<file path="src/rtl/mnist_dlayer2_argmax.sv">
// Streaming argmax over the N_CLASSES float32 scores of dense layer 2.
// Collects one image's scores, then holds {class, score} until the consumer takes it.
module mnist_dlayer2_argmax #(
  parameter int N_CLASSES = 10,
  parameter int CW        = 4
) (
  input  logic          clk,
  input  logic          rst_n,
  input  logic          in_valid,
  input  logic [31:0]   in_score,
  output logic          in_ready,
  output logic          out_valid,
  input  logic          out_ready,
  output logic [CW-1:0] out_class,
  output logic [31:0]   out_score
);

  typedef enum logic {ACC, HOLD} state_t;

  localparam logic [CW-1:0] LAST_IDX = CW'(N_CLASSES - 1);

  state_t        state;
  logic [CW-1:0] cnt;
  logic [CW-1:0] max_idx;
  logic [31:0]   max_score;

  logic          xfer;
  logic          take;
  logic [CW-1:0] nxt_idx;
  logic [31:0]   nxt_score;

  // Maps float bits onto an unsigned total order: negatives reversed below
  // positives, so -0 sits just under +0.
  function automatic logic [31:0] order_key(input logic [31:0] b);
    return b[31] ? ~b : (b ^ 32'h8000_0000);
  endfunction

  function automatic logic is_nan(input logic [31:0] b);
    return (b[30:23] == 8'hFF) && (b[22:0] != 23'd0);
  endfunction

  assign in_ready = (state == ACC);
  assign xfer     = in_valid && in_ready;

  // NOTE: every signal written in always_comb gets a default first, so no
  // path leaves it unassigned and no latch is inferred.
  always_comb begin
    take = 1'b0;
    if (cnt == '0)
      take = 1'b1;
    else if (is_nan(in_score))
      take = 1'b0;
    else if (is_nan(max_score))
      take = 1'b1;
    else
      take = order_key(in_score) > order_key(max_score);
  end

  // Strict greater-than above keeps the earlier index on ties.
  assign nxt_score = take ? in_score : max_score;
  assign nxt_idx   = take ? cnt      : max_idx;

  // NOTE: sequential state uses non-blocking assignments only, so every
  // register samples pre-edge values regardless of statement order.
  always_ff @(posedge clk or negedge rst_n) begin
    if (!rst_n) begin
      state     <= ACC;
      cnt       <= '0;
      max_idx   <= '0;
      max_score <= '0;
      out_valid <= 1'b0;
      out_class <= '0;
      out_score <= '0;
    end else begin
      case (state)
        ACC: begin
          if (xfer) begin
            max_score <= nxt_score;
            max_idx   <= nxt_idx;
            if (cnt == LAST_IDX) begin
              // Result registers load the post-compare max on the same edge.
              cnt       <= '0;
              state     <= HOLD;
              out_valid <= 1'b1;
              out_class <= nxt_idx;
              out_score <= nxt_score;
            end else begin
              cnt <= cnt + 1'b1;
            end
          end
        end
        HOLD: begin
          if (out_ready) begin
            state     <= ACC;
            out_valid <= 1'b0;
          end
        end
        default: state <= ACC;
      endcase
    end
  end

endmodule

</file>
<file path="config.mk">
export PLATFORM = sky130hd
export DESIGN_NAME = mnist_dlayer2_argmax
export DESIGN_NICKNAME = d
export VERILOG_FILES = /design/src/rtl/mnist_dlayer2_argmax.sv
export SDC_FILE = /design/constraint.sdc
export NUM_CORES = 1
export LEC_CHECK = 0
export BUFFER_PORTS_ARGS = -buffer_cell sky130_fd_sc_hd__clkbuf_2
export CORE_MARGIN = 2
export CORE_UTILIZATION = 35
export CTS_BUF_LIST = sky130_fd_sc_hd__clkbuf_16
export DETAILED_ROUTE_END_ITERATION = 7
export GPL_TIMING_DRIVEN = 0
export PLACE_DENSITY_LB_ADDON = 0.25
export RECOVER_POWER = 100
export SETUP_SLACK_MARGIN = 0.1
export SYNTH_ARGS = -nofsm -noshare
export SYNTH_HDL_FRONTEND = slang
export SYNTH_SLANG_ARGS = --single-unit
</file>
<file path="constraint.sdc">
create_clock -name clk -period 7.62 [get_ports clk]
set_clock_uncertainty 0.15 [all_clocks]
set_input_delay 1.143 -clock clk [delete_from_list [all_inputs] [get_ports clk]]
set_output_delay 1.143 -clock clk [all_outputs]
set_load 0.1 [all_outputs]
</file>
==> summary.txt <==
status -> finished with violations
violated checks -> max-capacitance violations, max-slew violations
initial antenna violation count -> 0
Die X -> 122 um
Post-Syn Nets -> 512
Finish-stage setup viols -> 0
Core Box Area -> 13,300 sq um
Clock transition at path regs -> 60 ps
Yosys reg bits -> 78
Setup crit end kind -> register
DRC -> 0
Layout area overhead -> 12.3%
setup tns final -> 0 ps
CP arrival -> 5690 ps
CTS Hold Buffers Added -> 0
period utilisation layout -> 73.7%
sequential share of the synthesized area -> 40.4%
Final Cell Area -> 5430 sq um
mapped cell area -> 4830 sq um
Mean Syn Cell Area -> 10.9 sq um
Ant. Diodes -> 0
filler instances -> 1,393
Final nets -> 596
global-route wire length before repair -> 19,500 um
TritonCTS buffer count -> 9
IO Port Bufs -> 72
via/cell ratio -> 5.16
WP data required -> 7690 ps
Fmax -> 0.178 GHz
DRT iter0 DRCs -> 146
WL per Instance -> 16.8 um
Startpoint Class -> input port
min Tclk post-route -> 5620 ps
vias in the first global route -> 3,769
post-cts resize count -> 0
CTS tree -> yes
Final WS setup -> 2000 ps
crit-path leading delay family -> buffers and inverters
Critical Path Stages -> 14
pin count of the biggest net entering global routing -> 45
Syn Inst Count -> 444
Skew-Pair Late Insertion Delay -> 340 ps
most common cell after layout, fill and taps aside -> dfrtp_1
slew margin rel. -> -66.5%
Final Hold Vio Count -> 0
unrepaired setup endpoints after global routing -> false
crit path cell chain -> clkbuf_1, buf_1, xor2_1, ha_1, nand4_1, nor2_1, a221o_1, o31a_1, o2bb2ai_2, clkbuf_1, nand2b_1, clkbuf_1, clkbuf_1, mux2_1
Worst R2R Path Depth -> 14
Congestion Overflow GR -> 0
Hold Path Depth -> 2
Die Y -> 122 um
IO Pins -> 74
Max Root-Sink Buffers -> 2
pre-CTS setup slack -> 2720 ps
clk sink count -> 78
delay of the slowest critical-path stage -> 690 ps
via count -> 3,647
layout cells sized above 1 -> 9.98%
synth unique cells -> 38
synthesis warning total -> 0
DP HPWL -> 8840 um
ANT nets after route -> 0
most frequent cells in the layout -> dfrtp_1 (78), clkbuf_1 (60), a21oi_1 (49)
CP max FO -> 10
Rows -> 42
die area -> 14,800 sq um
routability congestion estimate -> 0.832
slowest cell on the critical path -> buf_1
Worst Setup Path Type -> in2reg
Slew Viols, Final -> 81
H-Tree Depth -> 3
placed inst area -> 5440 sq um
starting density of the core -> 36.2%
Maximum Capacitance Violations -> 2
total track usage -> 17.3%
Worst-Margin Slew -> 2500 ps
Most common cell on crit path -> clkbuf_1
first-pass iteration count of the detailed router -> 4
clock root buffer master -> clkbuf_16
number of buffers and inverters on the critical path -> 5
HP Class -> reg2reg
Post-CTS Setup Inserts -> 0
aggregate routed wire length -> 11,900 um
Util after Layout -> 40.7%
-- worst min-delay path, cell delays in order (launching register included) --
cell and delay, ps:
dfrtp_1 340, nand2_1 50, nand2_1 50
-- through the flow --
stage | std cells | hold WS, ps
detailed placement | 693 | 313
finish | 707 | 316
global route | 707 | 348
global placement | 692 | 312
CTS | 707 | 326
floorplan | 444 | 317
-- routing by layer --
| layer | share of wire, % | GRT usage [%] | vias up | wire (um) |
|---|---|---|---|---|
| met5 | 0 | 0 | - | 0 |
| met3 | 4.3 | 4.04 | 18 | 511 |
| met4 | 2.2 | 6.97 | 0 | 265 |
| met2 | 47 | 27.6 | 79 | 5570 |
| li1 | - | - | 1768 | - |
| met1 | 46 | 22.7 | 1782 | 5510 |
-- cells in the mapped netlist --
cell type | instances | area share, %
dfrtp_1 | 78 | 40
a21oi_1 | 49 | 5.1
nor2_1 | 39 | 3.0
ha_1 | 32 | 8.3
mux2i_1 | 32 | 6.6
xnor2_1 | 32 | 5.8
xor2_1 | 32 | 5.8
mux2_4 | 30 | 9.3
nand2_1 | 17 | 1.3
nand4_1 | 16 | 2.1
nor4_1 | 13 | 1.7
clkbuf_1 | 11 | 0.85
o21ai_0 | 11 | 1.1
nand3_1 | 6 | 0.62
buf_1 | 5 | 0.39
inv_1 | 5 | 0.39
mux2_2 | 5 | 1.2
nor3_1 | 4 | 0.41
buf_12 | 3 | 1.2
buf_4 | 3 | 0.47
a21o_1 | 2 | 0.31
o211ai_1 | 2 | 0.31
o311ai_0 | 2 | 0.36
a2111oi_0 | 1 | 0.18
a221o_1 | 1 | 0.21
a22oi_1 | 1 | 0.16
a31o_1 | 1 | 0.18
and2b_1 | 1 | 0.16
buf_6 | 1 | 0.23
buf_8 | 1 | 0.31
nand2b_4 | 1 | 0.28
nor2b_1 | 1 | 0.13
nor3b_1 | 1 | 0.16
o21a_1 | 1 | 0.16
o21bai_1 | 1 | 0.16
o2bb2ai_2 | 1 | 0.31
o31a_1 | 1 | 0.18
or4_1 | 1 | 0.16
-- cell families after synthesis --
kind of cell / share of synthesized area, %
flip-flops: 40.4
AO/OA/AOI/OAI: 8.72
buffers and inverters: 3.88
adder cells (fa/ha/maj): 8.28
XOR/XNOR: 11.6
AND/OR/NAND/NOR: 10.0
multiplexers: 17.1
-- final timing paths --
kind / startpoint / to / slack, ps
worst max-delay path: in_score[31] / max_score[12] / 2000
worst max register to register: max_score[31] / max_score[12] / 2500
worst min-delay path: out_class[2] / out_class[2] / 320
worst min register to register: out_class[2] / out_class[2] / 320
max in group asynchronous: rst_n / out_score[25] / 2990
min in group asynchronous: rst_n / out_score[9] / 1180
-- layout make-up --
| class | count | area (sq um) | share of cell area (%) |
|---|---|---|---|
| clock buffer | 9 | 225 | 4.15 |
| sequential | 78 | 1950 | 36.0 |
| tap | 176 | 220 | 4.06 |
| inverter | 5 | 18.8 | 0.346 |
| buffer | 24 | 90.1 | 1.66 |
| clock inverter | 5 | 21.3 | 0.392 |
| multi-input combinational | 337 | 2580 | 47.6 |
| timing repair buffer | 73 | 315 | 5.81 |
-- state kept, by name (all words and copies together), names as in the netlist --
name	cells
state	1
out_score	32
cnt	4
max_score	32
out_valid	1
out_class	4
max_idx	4
Power is left out: the tool's default activity adds up to more than one toggle a clock period on the data nets, which glitch-free logic cannot reach.
